`config.mk`:
```
export PLATFORM = sky130hd
export DESIGN_NAME = state_dump_reader_flat
export DESIGN_NICKNAME = d
export VERILOG_FILES = /design/src/rtl/state_dump_reader_pkg.sv /design/src/rtl/state_dump_reader_if.sv /design/src/rtl/state_dump_reader_scan_counter.sv /design/src/rtl/state_dump_reader.sv /design/src/flat_wrapper.sv
export SDC_FILE = /design/constraint.sdc
export NUM_CORES = 1
export LEC_CHECK = 0
export ABC_CLOCK_PERIOD_IN_PS = 2700
export CAP_MARGIN = 20
export CORE_ASPECT_RATIO = 2
export CORE_MARGIN = 3
export CORE_UTILIZATION = 36
export CTS_CLUSTER_DIAMETER = 120
export DETAILED_ROUTE_END_ITERATION = 10
export HOLD_SLACK_MARGIN = 0.03
export PLACE_DENSITY = 0.78
export SLEW_MARGIN = 10
export SYNTH_ARGS = -nofsm -noshare
export SYNTH_HDL_FRONTEND = slang
export SYNTH_SLANG_ARGS = --single-unit
```
`constraint.sdc`:
```
create_clock -name clk -period 2.7 [get_ports clk]
set_clock_uncertainty 0.15 [all_clocks]
set_input_delay 0.81 -clock clk [delete_from_list [all_inputs] [get_ports clk]]
set_output_delay 0.81 -clock clk [all_outputs]
set_load 0.01 [all_outputs]
```
`src/rtl/state_dump_reader_pkg.sv`:
```
// state_dump_reader shared definitions
// scan states, beat kinds, default sizes
package state_dump_reader_pkg;

  localparam int REG_COUNT_DEF = 32;
  localparam int MEM_WORDS_DEF = 64;
  localparam int IDX_W_DEF     = 7;

  localparam logic KIND_REG = 1'b0;
  localparam logic KIND_MEM = 1'b1;

  typedef enum logic [2:0] {
    ST_IDLE,
    ST_SCAN_REG,
    ST_SCAN_MEM,
    ST_HOLD,
    ST_DONE
  } state_e;

  typedef struct packed {
    logic        kind;
    logic [31:0] index;
    logic [31:0] value;
  } beat_t;

endpackage

```
`src/rtl/state_dump_reader_if.sv`:
```
// state_dump_reader output beat stream
// valid/ready handshake carrying (kind, index, value)
interface state_dump_reader_if;
  logic        out_valid;
  logic        out_ready;
  logic        out_kind;
  logic [31:0] out_index;
  logic [31:0] out_value;

  modport master (
    output out_valid, out_kind, out_index, out_value,
    input  out_ready
  );

  modport slave (
    input  out_valid, out_kind, out_index, out_value,
    output out_ready
  );
endinterface

```
`src/rtl/state_dump_reader_scan_counter.sv`:
```
// state_dump_reader scan counter
// walks registers (phase 0) then memory words (phase 1)
module state_dump_reader_scan_counter #(
  parameter int REG_COUNT = 32,
  parameter int MEM_WORDS = 64,
  parameter int IDX_W     = 7
) (
  input  logic             clk,
  input  logic             reset,
  input  logic             clear_i,
  input  logic             advance_i,
  output logic [IDX_W-1:0] cnt_o,
  output logic             phase_o,
  output logic             phase_last_o,
  output logic             scan_last_o
);

  localparam logic [IDX_W-1:0] REG_LAST = IDX_W'(REG_COUNT - 1);
  localparam logic [IDX_W-1:0] MEM_LAST = IDX_W'(MEM_WORDS - 1);

  logic [IDX_W-1:0] cnt_q, cnt_d;
  logic             phase_q, phase_d;

  assign scan_last_o  = phase_q ? (cnt_q == MEM_LAST)
                                : (cnt_q == REG_LAST);
  assign phase_last_o = phase_q;
  assign cnt_o        = cnt_q;
  assign phase_o      = phase_q;

  // next count: wrap to 0 and flip phase at the end of a phase
  always_comb begin
    cnt_d   = cnt_q;
    phase_d = phase_q;
    if (clear_i) begin
      cnt_d   = '0;
      phase_d = 1'b0;
    end else if (advance_i) begin
      if (scan_last_o) begin
        cnt_d   = '0;
        phase_d = ~phase_q;
      end else begin
        cnt_d = cnt_q + 1'b1;
      end
    end
  end

  // counter and phase registers
  always_ff @(posedge clk or posedge reset) begin
    if (reset) begin
      cnt_q   <= '0;
      phase_q <= 1'b0;
    end else begin
      cnt_q   <= cnt_d;
      phase_q <= phase_d;
    end
  end

endmodule

```
`src/rtl/state_dump_reader.sv`:
```
// state_dump_reader: dumps nonzero register and
// memory entries as a valid/ready beat stream
module state_dump_reader
  import state_dump_reader_pkg::*;
#(
  parameter int REG_COUNT = REG_COUNT_DEF,
  parameter int MEM_WORDS = MEM_WORDS_DEF,
  parameter int IDX_W     = IDX_W_DEF
) (
  input  logic        clk,
  input  logic        reset,
  input  logic        start,
  output logic        busy,
  output logic        done,
  output logic [4:0]  reg_a,
  input  logic [31:0] reg_rd,
  output logic [31:0] mem_a,
  input  logic [31:0] mem_rd,
  state_dump_reader_if.master stream
);

  state_e           state_q, state_d;
  beat_t            beat_q, beat_d;
  logic             valid_q, valid_d;
  logic             clear, advance;
  logic [IDX_W-1:0] cnt;
  logic             phase, phase_last, scan_last;
  logic [31:0]      rd;
  logic [31:0]      idx;
  state_e           after_adv;

  state_dump_reader_scan_counter #(
    .REG_COUNT (REG_COUNT),
    .MEM_WORDS (MEM_WORDS),
    .IDX_W     (IDX_W)
  ) u_cnt (
    .clk          (clk),
    .reset        (reset),
    .clear_i      (clear),
    .advance_i    (advance),
    .cnt_o        (cnt),
    .phase_o      (phase),
    .phase_last_o (phase_last),
    .scan_last_o  (scan_last)
  );

  assign reg_a = cnt[4:0];
  assign mem_a = 32'({cnt, 2'b00});
  assign rd    = phase ? mem_rd : reg_rd;
  assign idx   = phase ? mem_a : 32'(cnt);
  assign busy  = (state_q != ST_IDLE);
  assign done  = (state_q == ST_DONE);

  assign stream.out_valid = valid_q;
  assign stream.out_kind  = beat_q.kind;
  assign stream.out_index = beat_q.index;
  assign stream.out_value = beat_q.value;

  // where the scan goes once the counter advances
  always_comb begin
    after_adv = phase ? ST_SCAN_MEM : ST_SCAN_REG;
    if (scan_last)
      after_adv = phase_last ? ST_DONE : ST_SCAN_MEM;
  end

  // scan FSM: next state, counter control, beat latch
  always_comb begin
    state_d = state_q;
    beat_d  = beat_q;
    valid_d = valid_q;
    clear   = 1'b0;
    advance = 1'b0;
    unique case (state_q)
      ST_IDLE: begin
        if (start) begin
          clear   = 1'b1;
          state_d = ST_SCAN_REG;
        end
      end
      ST_SCAN_REG, ST_SCAN_MEM: begin
        if (rd != '0) begin
          beat_d  = '{kind: phase ? KIND_MEM : KIND_REG,
                      index: idx, value: rd};
          valid_d = 1'b1;
          state_d = ST_HOLD;
        end else begin
          advance = 1'b1;
          state_d = after_adv;
        end
      end
      ST_HOLD: begin
        if (stream.out_ready) begin
          valid_d = 1'b0;
          advance = 1'b1;
          state_d = after_adv;
        end
      end
      ST_DONE: state_d = ST_IDLE;
      default: state_d = ST_IDLE;
    endcase
  end

  // state and output beat registers
  always_ff @(posedge clk or posedge reset) begin
    if (reset) begin
      state_q <= ST_IDLE;
      beat_q  <= '0;
      valid_q <= 1'b0;
    end else begin
      state_q <= state_d;
      beat_q  <= beat_d;
      valid_q <= valid_d;
    end
  end

endmodule

```
`src/flat_wrapper.sv`:
```
// flat-port wrapper written by rule: the top's interface ports become plain ports
module state_dump_reader_flat import state_dump_reader_pkg::*;
#(
  parameter int REG_COUNT = REG_COUNT_DEF,
  parameter int MEM_WORDS = MEM_WORDS_DEF,
  parameter int IDX_W     = IDX_W_DEF
)
  (clk, reset, start, busy, done, reg_a, reg_rd, mem_a, mem_rd, stream_out_valid, stream_out_kind, stream_out_index, stream_out_value, stream_out_ready);
  state_dump_reader_if stream_i ();
  input  logic clk;
  input  logic reset;
  input  logic start;
  output logic busy;
  output logic done;
  output logic [4:0] reg_a;
  input  logic [31:0] reg_rd;
  output logic [31:0] mem_a;
  input  logic [31:0] mem_rd;
  output wire logic [$bits(stream_i.out_valid)-1:0] stream_out_valid;
  output wire logic [$bits(stream_i.out_kind)-1:0] stream_out_kind;
  output wire logic [$bits(stream_i.out_index)-1:0] stream_out_index;
  output wire logic [$bits(stream_i.out_value)-1:0] stream_out_value;
  input wire logic [$bits(stream_i.out_ready)-1:0] stream_out_ready;
  assign stream_out_valid = stream_i.out_valid;
  assign stream_out_kind = stream_i.out_kind;
  assign stream_out_index = stream_i.out_index;
  assign stream_out_value = stream_i.out_value;
  assign stream_i.out_ready = stream_out_ready;
  state_dump_reader #(.REG_COUNT(REG_COUNT), .MEM_WORDS(MEM_WORDS), .IDX_W(IDX_W)) u_core (.clk(clk), .reset(reset), .start(start), .busy(busy), .done(done), .reg_a(reg_a), .reg_rd(reg_rd), .mem_a(mem_a), .mem_rd(mem_rd), .stream(stream_i));
endmodule
```
==> results of run 1 <==
-- per-stage QoR --
step	util, %	TNS (ns)	hold WS [ns]	std cells
detailed placement	52.2	-33.85	0.365	577
finish	55.5	0	0.379	588
floorplan	-	-3.53	0.379	396
global placement	52.2	-31.31	0.341	577
global route	55.5	-0.137	0.402	588
CTS	54.9	0	0.383	586
-- how the worst max path moves through the flow --
stage,start,to,cells past startpoint
6_report,u_core.state_q[1]$_DFFE_PP0P_,busy,4
5_1_grt,mem_rd[2],u_core.u_cnt.cnt_o[5]$_DFFE_PP0P_,9
4_1_cts,mem_rd[12],u_core.u_cnt.phase_last_o$_DFFE_PP0P_,8
3_5_place_dp,mem_rd[13],u_core.u_cnt.phase_last_o$_DFFE_PP0P_,7
3_3_place_gp,mem_rd[13],u_core.u_cnt.phase_last_o$_DFFE_PP0P_,7
2_1_floorplan,mem_rd[13],u_core.u_cnt.cnt_o[5]$_DFFE_PP0P_,7
-- cells by family (layout without fill, tap and decap cells) --
logic type               count (synthesis)  in the layout
AND/OR/NAND/NOR                        100            100
other                                    1             48
AO/OA/AOI/OAI                           63             63
multiplexers                            44             44
flip-flops                              54             54
buffers and inverters                   82            174
adder cells (fa/ha/maj)                  4              4
XOR/XNOR                                 1              1
-- layout by cell type, fill, tap and decap left out, types with 3 or more instances in the layout --
cell,count
or4_4,4
buf_4,29
nor4_2,8
mux2i_1,42
buf_6,5
o21ai_0,3
dfrtp_1,53
conb_1,48
a21oi_1,42
o21ai_1,4
ha_1,4
nand2_1,10
dlygate4sd2_1,20
nand4_1,5
inv_1,7
or3_1,3
clkbuf_2,13
clkdlybuf4s15_1,13
clkbuf_16,5
dlymetal6s2s_1,12
nor2_1,43
clkdlybuf4s50_1,63
nand3_1,7
-- power groups by stage --
| stage | registers (mW) | logic [mW] | clock network [mW] |
|---|---|---|---|
| final | 1.40 | 1.85 | 0.648 |
| after CTS | 1.40 | 1.85 | 0.669 |
| after detailed placement | 1.42 | 1.85 | 0 |
| after global placement | 1.40 | 1.81 | 0 |
| after floorplan | 1.49 | 0.771 | 0 |
| after global routing | 1.45 | 2.01 | 0.691 |
-- metal layers --
| metal | vias up | wire length (microns) | GRT usage (%) |
|---|---|---|---|
| li1 | 1386 | - | - |
| met1 | 1439 | 3190 | 17.7 |
| met2 | 160 | 5620 | 36.6 |
| met3 | 27 | 674 | 3.30 |
| met4 | 0 | 319 | 8.07 |
| met5 | - | 0 | 0 |
-- cell type report --
class	instances	area, sq um
clock buffer	5	125
clock inverter	3	21.3
fill	795	3880
inverter	9	33.8
multi-input combinational	260	1720
sequential	54	1350
tap	100	125
timing repair buffer	157	1450
-- flip-flops by register name (all words and copies together) (netlist names) --
register and flops:
u_core.state_q 3, u_core.stream.out_index 9, u_core.stream.out_kind 1, u_core.stream.out_valid 1
u_core.stream.out_value 32, u_core.u_cnt.cnt_o 7, u_core.u_cnt.phase_last_o 1
-- what timing repair did --
| item | 4_1_cts | 5_1_grt |
|---|---|---|
| pin swaps | 30 | 24 |
| endpoints found under the hold margin | 0 | 0 |
| buffers inserted | 1 | 2 |
| setup endpoints to repair | 55 | 49 |
| gates resized for setup | 84 | 60 |
==> reports/results.ini, run 1 <==
[power_and_ir_drop]
p_clk_share_pct = 16.6
seqPwrFrac_pct = 35.9
power.net_switching_mw = 1.43
peakVddDrop_v = 0.000431
power.internal_mw = 2.47
total_power_mw = 3.90
sw_frac_of_total_pct = 36.6
power_frac_comb_pct = 47.5
leakage_nw = 2.12
power_density_nw_per_um2 = 806

[grt]
grt_max_degree = 43
antenna_found_initial = 0
overflow = 0
grt_pass1_vias = 3030
track_usage_pct = 18.7
grt_pass1_wl_microns = 14800

[logic_synthesis]
synth_xor_area_share_pct = 0.270
postSynth.asyncResetShare_pct = 100
synth_edf_count = 0
synth.avg_cell_area_sq_um = 9.30
synth_commonest_cells = buf_4, dfrtp_1, nor2_1
synth-main-ff-cell = dfrtp_1
synth_area_leader_cell = dfrtp_1
synth_cell_types = 43
synth-warning-count = 0
synthSimpleGateAreaFrac_pct = 15.2
synthesis.area_sq_um = 3250
yosys-mux-area-fraction_pct = 13.6
synth_compound_area_share_pct = 11.6
synth.area.top_cells = dfrtp_1, mux2i_1, buf_4
netlist_instances = 349
synth_top_family_by_area = buffers and inverters
seq_area_frac_synth_pct = 41.6
synth_top_area_share_pct = 41.6
synth.ff_latch_count = 54
yosys.area_share.adder_pct = 1.54

[setup_path]
r2r_cells = 6
path_cells = or2_2, nor2_2, inv_1, clkdlybuf4s50_1
path_delay_family = buffers and inverters
critPathRequiredTime_ns = 1.74
r2r-start = u_core.u_cnt.phase_last_o$_DFFE_PP0P_
arrival_ns = 1.71
slowest_delay_ns = 0.48
worstPathMaxFanout = 4
cp-start-kind = flip-flop
path_class = flip-flop to output pin
cp-end-kind = output pin
reg2reg_to = u_core.u_cnt.phase_last_o$_DFFE_PP0P_
critPathSlowestCell = clkdlybuf4s50_1
r2r_slack_ns = 0.07
path_buf_inv = 2

[cts]
cts.sink_count = 54
clkTransAtPathRegs_ns = 0.07
clk_path_buf_depth = 2
cts_buffers = 5
hold_buffers = 0
clockRootBuffer = clkbuf_16
cts_tree = yes
clk_latency_ns = 0.30
htree_levels = 2

[placed_design]
port_buffers = 124
placed_area_sq_um = 4540
hpwlAfterDp_microns = 7710
place.gp.congestion = 0.869
place_ws_ns = -0.821

[run]
maxCapViolCount = 0

[route]
firstDrtPassIters = 4
ant_nets = 0
wirelength_microns = 9800
avgViaCountPerCell = 5.12
num_vias = 3012
post_drt_wl_per_cell_microns = 16.7
dr.first_iter.drc_count = 155
drc_errors = 0

[timing]
finalWorstSetupSlack_ns = 0.0328
finalMaxSlewViolations = 0
setup-violations-final = 0
max_freq_ghz = 0.375
fin_crit_sh_pct = 98.8
finalHoldViolations = 0
finalCriticalPeriod_ns = 2.67
grt_setup_unrepaired = true

[run_status]
status = finished, final reports clean

[layout]
area_growth_pct = 48.9
drive_gt1_share_pct = 19.1
final_area_sq_um = 4830
layout.nets = 559
antenna_cells = 0

[floorplanning]
initial_core_util_pct = 37.3
rows = 48
die_height_microns = 140
core-area_sq_um = 8710
boundaryPins = 173
die_area_sq_um = 10300
die_w_microns = 73.1

[worst_hold_path]
worstHoldPathCells = 1
worst_hold_path_type = flip-flop to flip-flop
min-delay-start = u_core.stream.out_index[7]$_DFFE_PP0P_
holdPathEnd = u_core.stream.out_index[7]$_DFFE_PP0P_

(Power assumes the default switching activity.)
==> run 2: changes to the inputs <==
--- a/config.mk
+++ b/config.mk
@@ -9,12 +9,13 @@
 export CAP_MARGIN = 20
 export CORE_ASPECT_RATIO = 2
 export CORE_MARGIN = 3
-export CORE_UTILIZATION = 36
+export CORE_UTILIZATION = 37
 export CTS_CLUSTER_DIAMETER = 120
 export DETAILED_ROUTE_END_ITERATION = 10
 export HOLD_SLACK_MARGIN = 0.03
-export PLACE_DENSITY = 0.78
+export PLACE_DENSITY = 0.77
 export SLEW_MARGIN = 10
 export SYNTH_ARGS = -nofsm -noshare
 export SYNTH_HDL_FRONTEND = slang
+export SYNTH_HIERARCHICAL = 1
 export SYNTH_SLANG_ARGS = --single-unit
==> run 2 against run 1 <==
  * The run now ends with setup timing left
  * Maximum frequency shrank 3.7%
  * Highest routed layer unchanged
  * Final area rose by 5.4%
  * Critical path type is now primary input to flip-flop
  * Synthesized cell count fell by 14%
  * Count of clock-buffer cells in the layout is 1 higher
  * Sequential share of layout area decreased by 1.4 points
  * Utilization increased by 0.24 points
  * First-iteration DRC count is 1.9% higher
  * Largest cell class unchanged
==> reports/results.ini, run 2 <==
[floorplanning]
core-area_sq_um = 9140
die_area_sq_um = 10800
rows = 49
boundaryPins = 173
die_height_microns = 144
initial_core_util_pct = 38.7
die_w_microns = 75.2

[route]
ant_nets = 0
firstDrtPassIters = 4
dr.first_iter.drc_count = 158
drc_errors = 0
num_vias = 2703
post_drt_wl_per_cell_microns = 18.6
wirelength_microns = 10100
avgViaCountPerCell = 5.01

[cts]
htree_levels = 2
clk_latency_ns = 0.30
clkTransAtPathRegs_ns = 0.08
clockRootBuffer = clkbuf_16
cts.sink_count = 54
cts_tree = yes
cts_buffers = 5
clk_path_buf_depth = 2
hold_buffers = 0

[logic_synthesis]
yosysMostFrequentCell = buf_4
synth.avg_cell_area_sq_um = 11.8
synth_cell_types = 41
synth_top_area_share_pct = 38.2
seq_area_frac_synth_pct = 38.2
synth.area.top_cells = dfrtp_1, mux2_4, mux2_2
postSynth.asyncResetShare_pct = 100
synthesis.area_sq_um = 3540
synth-main-ff-cell = dfrtp_1
synth_area_leader_cell = dfrtp_1
netlist_instances = 299
synth-warning-count = 6
synth.ff_latch_count = 54
synth_edf_count = 0
synth_commonest_cells = buf_4, dfrtp_1, mux2_2

[timing]
finalWorstSetupSlack_ns = -0.0696
fin_setup_tns_ns = -0.138
max_freq_ghz = 0.361
finalHoldViolations = 0
grt_setup_unrepaired = true
setup-violations-final = 4
finalCriticalPeriod_ns = 2.77
fin_crit_sh_pct = 103
holdWs_ns = 0.361
finalMaxSlewViolations = 0

[grt]
grt_pass1_wl_microns = 15000
gr-usage-met2_pct = 36.0
overflow = 0
grt_max_degree = 33
grt_pass1_vias = 2858
top_usage_layer = met2
met1_usage_pct = 19.0
antenna_found_initial = 0
track_usage_pct = 18.3
grt.met3_usage_pct = 3.41

[setup_path]
r2r_slack_ns = 0.54
worstPathMaxFanout = 4
path_buf_inv = 2
cp-start-kind = primary input
path_cells = buf_6, nor4_4, nand4_1, nor3_4, o21bai_1, a21oi_1, buf_4, o211ai_1, or4_1, o22ai_1
arrival_ns = 2.84
critPathSlowestCell = nor4_4
cp-end-kind = flip-flop
slowest_delay_ns = 0.41
path_delay_family = simple AND/OR/NAND/NOR gates
critPathRequiredTime_ns = 2.77
path_class = primary input to flip-flop

[power_and_ir_drop]
p_clk_share_pct = 15.0
power.net_switching_mw = 1.73
peakVddDrop_v = 0.000585
leakage_nw = 2.24
sw_frac_of_total_pct = 33.4
power_frac_comb_pct = 56.4
seqPwrFrac_pct = 28.6
power_density_nw_per_um2 = 1020
power.internal_mw = 3.45

[run_status]
violations = setup timing
status = complete, but fails checks

[run]
maxCapViolCount = 0

[placed_design]
hpwlAfterDp_microns = 7780
port_buffers = 124
placed_area_sq_um = 4860
place.gp.congestion = 0.801
place_ws_ns = -0.837

[layout]
antenna_cells = 0
area_growth_pct = 43.8
largest_register_ffs = 32
final_common_cell = clkdlybuf4s50_1
fin_util_pct = 55.7
drive_gt1_share_pct = 38.8
layout.nets = 506
final_cell_mix = clkdlybuf4s50_1, dfrtp_1, conb_1
final_area_sq_um = 5090

[worst_hold_path]
worst_hold_path_type = flip-flop to flip-flop

-- run 2: cell types whose count changed in the layout (fill, tap and decap cells not counted), moves of 12 or more --
cell            change
a21oi_1            -39
mux2i_1            -40
nor2_1             -38
mux2_2             +37
buf_2              +12
dlymetal6s2s_1     -12
mux2_4             +38
-- run 2: path summary, 6_finish.rpt --
kind	start	to	cells after the start
setup reg to reg	u_core/state_q[1]$_DFFE_PP0P_	u_core/u_cnt/cnt_o[0]$_DFFE_PP0P_	9
max in group asynchronous	reset	u_core/state_q[0]$_DFFE_PP0P_	3
hold / removal	u_core/stream.out_value[20]$_DFFE_PP0P_	u_core/stream.out_value[20]$_DFFE_PP0P_	1
min in group asynchronous	reset	u_core/u_cnt/cnt_o[3]$_DFFE_PP0P_	2
hold reg to reg	u_core/stream.out_value[20]$_DFFE_PP0P_	u_core/stream.out_value[20]$_DFFE_PP0P_	1
setup / recovery	mem_rd[28]	u_core/u_cnt/cnt_o[5]$_DFFE_PP0P_	10
-- run 2: area by class of cell --
type,count,area (sq um)
clock buffers,6,139
well taps,102,128
flip-flops and latches,54,1350
multi-input cells,213,2000
repair buffers,152,1390
clock inverters,2,38.8
fillers,787,4040
inverters,11,41.3
-- run 2: worst reg2reg max path, cell delays in order (launching register included) --
cell      delay [ns]
dfrtp_1         0.48
xnor2_1         0.32
o21bai_1        0.19
a21oi_1         0.09
buf_4           0.15
buf_4           0.13
buf_4           0.13
buf_4           0.13
xnor2_1         0.11
a211oi_1        0.19
-- run 2: repair_timing --
| action | in CTS | in global routing |
|---|---|---|
| cloned | 0 | 0 |
| gates resized for setup | 141 | 34 |
| pin swaps | 27 | 14 |
| endpoints found under the hold margin | 0 | 0 |
| setup endpoints to repair | 52 | 22 |
| buffers inserted | 2 | 3 |
-- run 2: power by group through the flow --
stage / Combinational [mW] / Sequential, mW / Clock, mW
after floorplan: 1.63 / 1.59 / 0
after CTS: 2.91 / 1.48 / 0.792
final: 2.93 / 1.48 / 0.777
after global routing: 3.09 / 1.54 / 0.832
after global placement: 2.84 / 1.47 / 0
after detailed placement: 2.88 / 1.48 / 0
-- run 2: logic make-up (layout without fill, tap and decap cells) --
logic type,after synthesis,after routing,share of synthesized area [%]
xor+xnor,7,7,1.73
flops,54,54,38.2
fa+ha+maj,1,1,0.353
other cells,1,48,0.106
mux,79,79,29.1
buf+inv,79,171,15.4
compound gates,22,22,4.14
simple gates,56,56,11.0
-- run 2: metal layers --
layer	part of all wire [%]	vias up
met5	0	-
met4	1.3	0
met3	6.7	9
met2	58	129
met1	34	1326
li1	-	1239
-- run 2: per-stage QoR --
stage,instances,power (mW)
finish,540,5.18
global route,540,5.46
CTS,538,5.18
detailed placement,528,4.37
global placement,528,4.32
floorplan,346,3.22
